## config.mk

```make
export PLATFORM = sky130hd
export DESIGN_NAME = seq_det_serializer
export DESIGN_NICKNAME = d
export VERILOG_FILES = /design/src/rtl/seq_det_serializer.sv
export SDC_FILE = /design/constraint.sdc
export NUM_CORES = 1
export LEC_CHECK = 0
export CORE_MARGIN = 4
export CORE_UTILIZATION = 55
export DETAILED_ROUTE_END_ITERATION = 12
export PLACE_DENSITY = 0.82
export RECOVER_POWER = 100
export SYNTH_ARGS = -nofsm -noshare
export SYNTH_HDL_FRONTEND = slang
export SYNTH_SLANG_ARGS = --single-unit
```

## constraint.sdc

```tcl
create_clock -name clk -period 4.25 [get_ports clk]
set_clock_uncertainty 0.1 [all_clocks]
set_input_delay 0.85 -clock clk [delete_from_list [all_inputs] [get_ports clk]]
set_output_delay 0.85 -clock clk [all_outputs]
set_load 0.005 [all_outputs]
```

## src/rtl/seq_det_serializer.sv

```systemverilog
// seq_det_serializer
//   Turns parallel words into a serial bit stream for a downstream
//   serial-input sequence detector. The block has one holding register, so
//   a second word can be queued while the current word shifts out. With
//   load_valid held high, the words come out back to back with no idle bit
//   between them.
//
//   State table
//     state | meaning
//     IDLE  | shifter empty, ser_valid=0, serout=0
//     SHIFT | shifter driving one data bit per cycle on serout
//
// Ports
//   clk         rising-edge clock
//   rst         asynchronous, active-high reset
//   load_data   parallel word to serialize (WIDTH bits)
//   load_valid  load_data is valid this cycle
//   load_ready  a word can be accepted this cycle (= !hold_full)
//   serout      registered serial data, 0 when no bit is valid
//   ser_valid   registered, high while serout carries a data bit
//   ser_last    registered, high on the final bit of each word
//   busy        ser_valid | hold_full
module seq_det_serializer #(
    parameter int WIDTH     = 8,
    parameter bit MSB_FIRST = 1'b1
) (
    input  logic             clk,
    input  logic             rst,
    input  logic [WIDTH-1:0] load_data,
    input  logic             load_valid,
    output logic             load_ready,
    output logic             serout,
    output logic             ser_valid,
    output logic             ser_last,
    output logic             busy
);

    localparam int CW = $clog2(WIDTH);
    localparam logic [CW-1:0] LAST_CNT = CW'(WIDTH - 1);

    typedef enum logic {IDLE, SHIFT} state_t;

    state_t           state, state_nxt;
    logic [WIDTH-1:0] shreg, shreg_nxt;
    logic [WIDTH-1:0] hold_reg, hold_reg_nxt;
    logic             hold_full, hold_full_nxt;
    logic [CW-1:0]    bit_cnt, bit_cnt_nxt;
    logic             serout_nxt, ser_last_nxt;
    logic             accept, on_last;

    // The bit on serout always sits at the outgoing end of the shifter.
    function automatic logic out_bit(input logic [WIDTH-1:0] w);
        return MSB_FIRST ? w[WIDTH-1] : w[0];
    endfunction

    function automatic logic [WIDTH-1:0] advance(input logic [WIDTH-1:0] w);
        return MSB_FIRST ? {w[WIDTH-2:0], 1'b0} : {1'b0, w[WIDTH-1:1]};
    endfunction

    // load_ready comes only from the registered hold_full. A word that
    // drains out of the holding register on an edge therefore cannot be
    // replaced by a new word on that same edge.
    assign load_ready = ~hold_full;
    assign accept     = load_valid & load_ready;
    assign on_last    = (bit_cnt == LAST_CNT);
    assign ser_valid  = (state == SHIFT);
    assign busy       = ser_valid | hold_full;

    always_comb begin
        state_nxt     = state;
        shreg_nxt     = shreg;
        hold_reg_nxt  = hold_reg;
        hold_full_nxt = hold_full;
        bit_cnt_nxt   = bit_cnt;

        case (state)
            IDLE: begin
                // hold_full cannot be set in IDLE during normal operation.
                // If it ever is, the held word is sent out next.
                if (hold_full) begin
                    shreg_nxt     = hold_reg;
                    hold_full_nxt = 1'b0;
                    bit_cnt_nxt   = '0;
                    state_nxt     = SHIFT;
                end else if (accept) begin
                    shreg_nxt   = load_data;
                    bit_cnt_nxt = '0;
                    state_nxt   = SHIFT;
                end
            end
            SHIFT: begin
                if (!on_last) begin
                    shreg_nxt   = advance(shreg);
                    bit_cnt_nxt = bit_cnt + 1'b1;
                    if (accept) begin
                        hold_reg_nxt  = load_data;
                        hold_full_nxt = 1'b1;
                    end
                end else if (hold_full) begin
                    shreg_nxt     = hold_reg;
                    hold_full_nxt = 1'b0;
                    bit_cnt_nxt   = '0;
                end else if (accept) begin
                    shreg_nxt   = load_data;
                    bit_cnt_nxt = '0;
                end else begin
                    bit_cnt_nxt = '0;
                    state_nxt   = IDLE;
                end
            end
            default: state_nxt = IDLE;
        endcase

        // The output flops are loaded from next-state values, so serout and
        // ser_last line up with ser_valid in the same cycle.
        serout_nxt   = (state_nxt == SHIFT) ? out_bit(shreg_nxt) : 1'b0;
        ser_last_nxt = (state_nxt == SHIFT) && (bit_cnt_nxt == LAST_CNT);
    end

    always_ff @(posedge clk or posedge rst) begin
        if (rst) begin
            state     <= IDLE;
            shreg     <= '0;
            hold_reg  <= '0;
            hold_full <= 1'b0;
            bit_cnt   <= '0;
            serout    <= 1'b0;
            ser_last  <= 1'b0;
        end else begin
            state     <= state_nxt;
            shreg     <= shreg_nxt;
            hold_reg  <= hold_reg_nxt;
            hold_full <= hold_full_nxt;
            bit_cnt   <= bit_cnt_nxt;
            serout    <= serout_nxt;
            ser_last  <= ser_last_nxt;
        end
    end

endmodule
```

# Yosys cells after proc, flatten, opt, wreduce, memory -nomap -nowiden
# Cells that the tools add are included.
# word_totals
ff_bits	23
# op_classes
add_sub_neg	1
n_eq_ne	3
n_mux	16
bitwise_logic	5
reduce_logical	2
# op_table
cell	n
8-bit two-way mux	3
8-bit case mux with 2 select lines	1
3-bit two-way mux	3
3-bit == test (second input constant)	2
1-bit two-way mux	6
3-bit case mux with 2 select lines	1
1-bit case mux with 2 select lines	2
3-bit by 1-bit adder with 3-bit output (second input constant)	1
3-bit by 1-bit != test with 1-bit output (second input constant)	1
1-bit NOT	3
3-bit AND reduction	1
1-bit bitwise AND	1
1-bit logical AND	1
1-bit bitwise OR	1

# Longest topological paths before layout
# logic_depth
word_depth	7
depth_mapped	7
depth_no_buf	5

# Least setup slack after synthesis
# No wires, ideal clock.
# synth_path
path_kind	input -> register
from	input load_valid
to	register hold_reg[0]
arrival_ps	1693
required_time_ps	4025
slack_ps	2332
stages	5
n_path_buf	2
cell_sequence	buf_6 nor2b_4 and3b_1 buf_6 mux2_4
# synth_between
elab_chain_cells	2
# synth_lines
element	line	source
from (decl)	30	input logic load_valid,
1-bit bitwise AND	64	assign accept = load_valid & load_ready;
3-bit AND reduction (no line)	n/a	
to (signal assigned)	132	hold_reg <= hold_reg_nxt;
to (decl)	45	logic [WIDTH-1:0] hold_reg, hold_reg_nxt;
# No other way between the ends.
# A chain may end at the register's enable or synchronous reset.

# Worst setup path after layout
# layout_path
from	register hold_full
to	output load_ready
# layout_between
elab_chain_cells	1
# layout_lines
element	line	source
from (decl)	46	logic hold_full, hold_full_nxt;
from (signal assigned)	133	hold_full <= hold_full_nxt;
1-bit NOT	63	assign load_ready = ~hold_full;
to (decl)	31	output logic load_ready,
# No other way between the ends.

==> flow_summary_export.csv <==
group,metric,value,unit
detailed_routing,wl_per_cell,14.6,µm
clocking,cts_root_buf,"clkbuf_4",
synth,synth.yosys.seq_area_share,50.0,%
power_and_ir_drop,power.leakage,0.000541,µW
power_and_ir_drop,netSwitchingPower,240,µW
synth,mappedNetlistNets,103,
power_and_ir_drop,power.density,590,nW/µm²
clocking,clock_tree.htree_level_count,1,
power_and_ir_drop,sw_frac_of_total,33.0,%
clocking,clk_pin_slew_worst_paths,110,ps
power_and_ir_drop,worst_supply_voltage_drop_on_vdd,409,µV
global_route,overflow,0,
global_route,grt_first_pass_wirelength,3310,µm
global_route,initial_antenna_violation_count,0,
outcome,status,"finished clean",
detailed_routing,drt-pass1-iter-count,1,
power_and_ir_drop,sequentialPowerShare,48.1,%
detailed_routing,drt_first_iter_violations,0,
sta,max_slew_margin,33.4,%
synth,multiplexer_share_of_the_synthesized_area,23.5,%
synth,yosysWarningCount,0,
detailed_routing,route.detailed.vias_per_inst,5.33,
min_path,worst_hold_path_type,"flip-flop to flip-flop",
detailed_routing,dr_total_vias,682,
placed_design,place.port_buffers,15,
die,die_width,52.7,µm
placed_design,globalplace.congestion,0.720,
synth,post_synth_xor_area_fraction,0,%
synth,ys_types,26,
die,io_pins,16,
global_route,globalRouteTotalUtil,16.8,%
worst_setup_path,path_max_fanout,8,
final_layout,layout-drive-gt1-share,12.6,%
clocking,clock_tree.buffer_depth,2,
clocking,cts-buffers-inserted,3,
placed_design,detailedPlacementHpwl,1400,µm
power_and_ir_drop,p_comb_share,36.3,%
worst_setup_path,end_kind,"output pin",
synth,largest_family_of_logic_cells_by_synthesized_area,"multiplexers",
synth,syn_area,1100,µm²
sta,final.min_clock_period,2640,ps
detailed_routing,drc_errors,0,
final_layout,synthToLayoutAreaGrowth,11.9,%
die,die-height,52.7,µm
global_route,groute.layer.met3.usage,5.98,%
die,start_util,61.1,%
die,placeableCoreArea,1800,µm²
synth,avgSynthCellArea,12.4,µm²
synth,ys_seq_elements,22,
synth,complex_gate_fraction_of_the_synthesized_area,6.36,%
sta,fmax,0.379,GHz
worst_setup_path,worst-endpoint-arrival,1690,ps
synth,syn_inst,89,
clocking,clock_insertion_delay_worst_skew,300,ps
global_route,first_global_vias,710,
worst_setup_path,criticalPathCategory,"flip-flop to output pin",
global_route,globalRouteMet2Util,25.0,%
sta,hold_violations,0,
synth,synth_simple_gate_area_share,11.2,%
run,max_cap_violations,0,
power_and_ir_drop,design_power_total,727,µW
sta,post-route-period-util,62.1,%
sta,final.setup.tns,0,ps
final_layout,num_antenna_cells,0,
clocking,tritoncts,"done",
sta,setup_viol,0,
power_and_ir_drop,internal_power,487,µW
sta,tightestPinTransition,998,ps
sta,timing.final.max_slew_violations,0,
clocking,cts.hold.buffers_added,0,
clocking,post-cts-setup-buffer-count,0,
detailed_routing,route.final.wire_length,1880,µm
final_layout,most_common_cell_after_layout_fill_and_taps_aside,"dfrtp_1",
power_and_ir_drop,clock_power_share,15.6,%
global_route,grt_start_max_net_pins,23,
clocking,cts_sinks,22,
final_layout,largest_register_ff_count,8,
die,fp-row-count,15,
global_route,peak_usage_layer_in_the_global_routing_report,"met2",
clocking,post_cts.resized_instances,0,
worst_setup_path,critical_path_required,3300,ps
final_layout,final_cell_mix,"22 x dfrtp_1, 13 x nand2_1, 9 x clkdlybuf4s50_1",
global_route,gr-usage-met1,23.1,%
synth,synth_adder_area_share,3.41,%
sta,grt_setup_unrepaired,"false",
detailed_routing,drtAntennaViolNets,0,
worst_setup_path,critPathLaunchType,"flip-flop",
final_layout,final_net_count,118,
die,fp.dieArea,2780,µm²
[cell usage after synthesis, drive strengths merged]
library cell | count | area share [%]
a21oi | 2 | 0.91
a221oi | 1 | 0.80
a22o | 1 | 0.80
and3b | 1 | 0.80
buf | 5 | 4.8
dfrtp | 22 | 50
ha | 3 | 3.4
inv | 2 | 0.68
mux2 | 15 | 18
mux2i | 6 | 5.5
nand2 | 13 | 4.4
nand2b | 1 | 0.57
nand3b | 1 | 0.68
nand4 | 1 | 0.57
nor2 | 2 | 0.68
nor2b | 2 | 1.8
nor3 | 1 | 0.45
nor3b | 1 | 0.68
o21ai | 7 | 3.2
o31ai | 1 | 0.68
or2 | 1 | 0.57
[layout make-up]
type | instances | area, µm²
Inverter | 2 | 7.51
Clock buffer | 4 | 36.3
Timing Repair Buffer | 15 | 150
Sequential cell | 22 | 551
Tap cell | 25 | 31.3
Multi-Input combinational cell | 60 | 457
Fill cell | 157 | 569
[logic make-up after synthesis]
logic type,count (synthesis)
flip-flops,22
buffers and inverters,7
AND/OR/NAND/NOR,24
multiplexers,21
adder cells (fa/ha/maj),3
AO/OA/AOI/OAI,12
[worst max-delay path, stage by stage, from the launching register on]
cell             delay, ps
dfrtp_1                460
inv_1                  340
clkdlybuf4s50_1        590
[per-layer routing]
| layer | vias up | routed length, µm |
|---|---|---|
| met5 | - | 0 |
| met4 | 0 | 10 |
| met3 | 3 | 97 |
| met2 | 12 | 870 |
| met1 | 324 | 896 |
| li1 | 343 | - |
[final timing paths]
check	startpoint	depth (start not counted)	slack, ps	endpoint
setup / recovery	hold_full$_DFFE_PP0P_	2	1610	load_ready
min in group asynchronous	rst	2	1030	shreg[4]$_DFF_PP0_
max in group asynchronous	rst	2	2520	shreg[0]$_DFF_PP0_
setup reg to reg	bit_cnt[0]$_DFF_PP0_	5	2100	serout$_DFF_PP0_
hold / removal	shreg[2]$_DFF_PP0_	2	390	shreg[3]$_DFF_PP0_
hold reg to reg	shreg[2]$_DFF_PP0_	2	390	shreg[3]$_DFF_PP0_
[metrics by stage]
step / utilization (%) / hold WS, ps / setup slack, ps / cells / instance area [µm²]
finish: 68.4 / 393 / 1610 / 128 / 1230
global route: 68.4 / 421 / 1480 / 128 / 1230
CTS: 70.3 / 400 / 1680 / 128 / 1270
detailed placement: 68.3 / 370 / 1350 / 124 / 1230
global placement: 68.3 / 358 / 1380 / 124 / 1230
floorplan: - / 345 / 2330 / 89 / 1100
[power by group through the flow]
stage	Combinational, µW	Sequential (µW)	Clock, µW
finish	264	350	114
global route	306	362	127
CTS	307	355	119
detailed placement	306	359	0
global placement	290	355	0
floorplan	246	343	0
No activity file was read; power rests on OpenSTA's default activity.
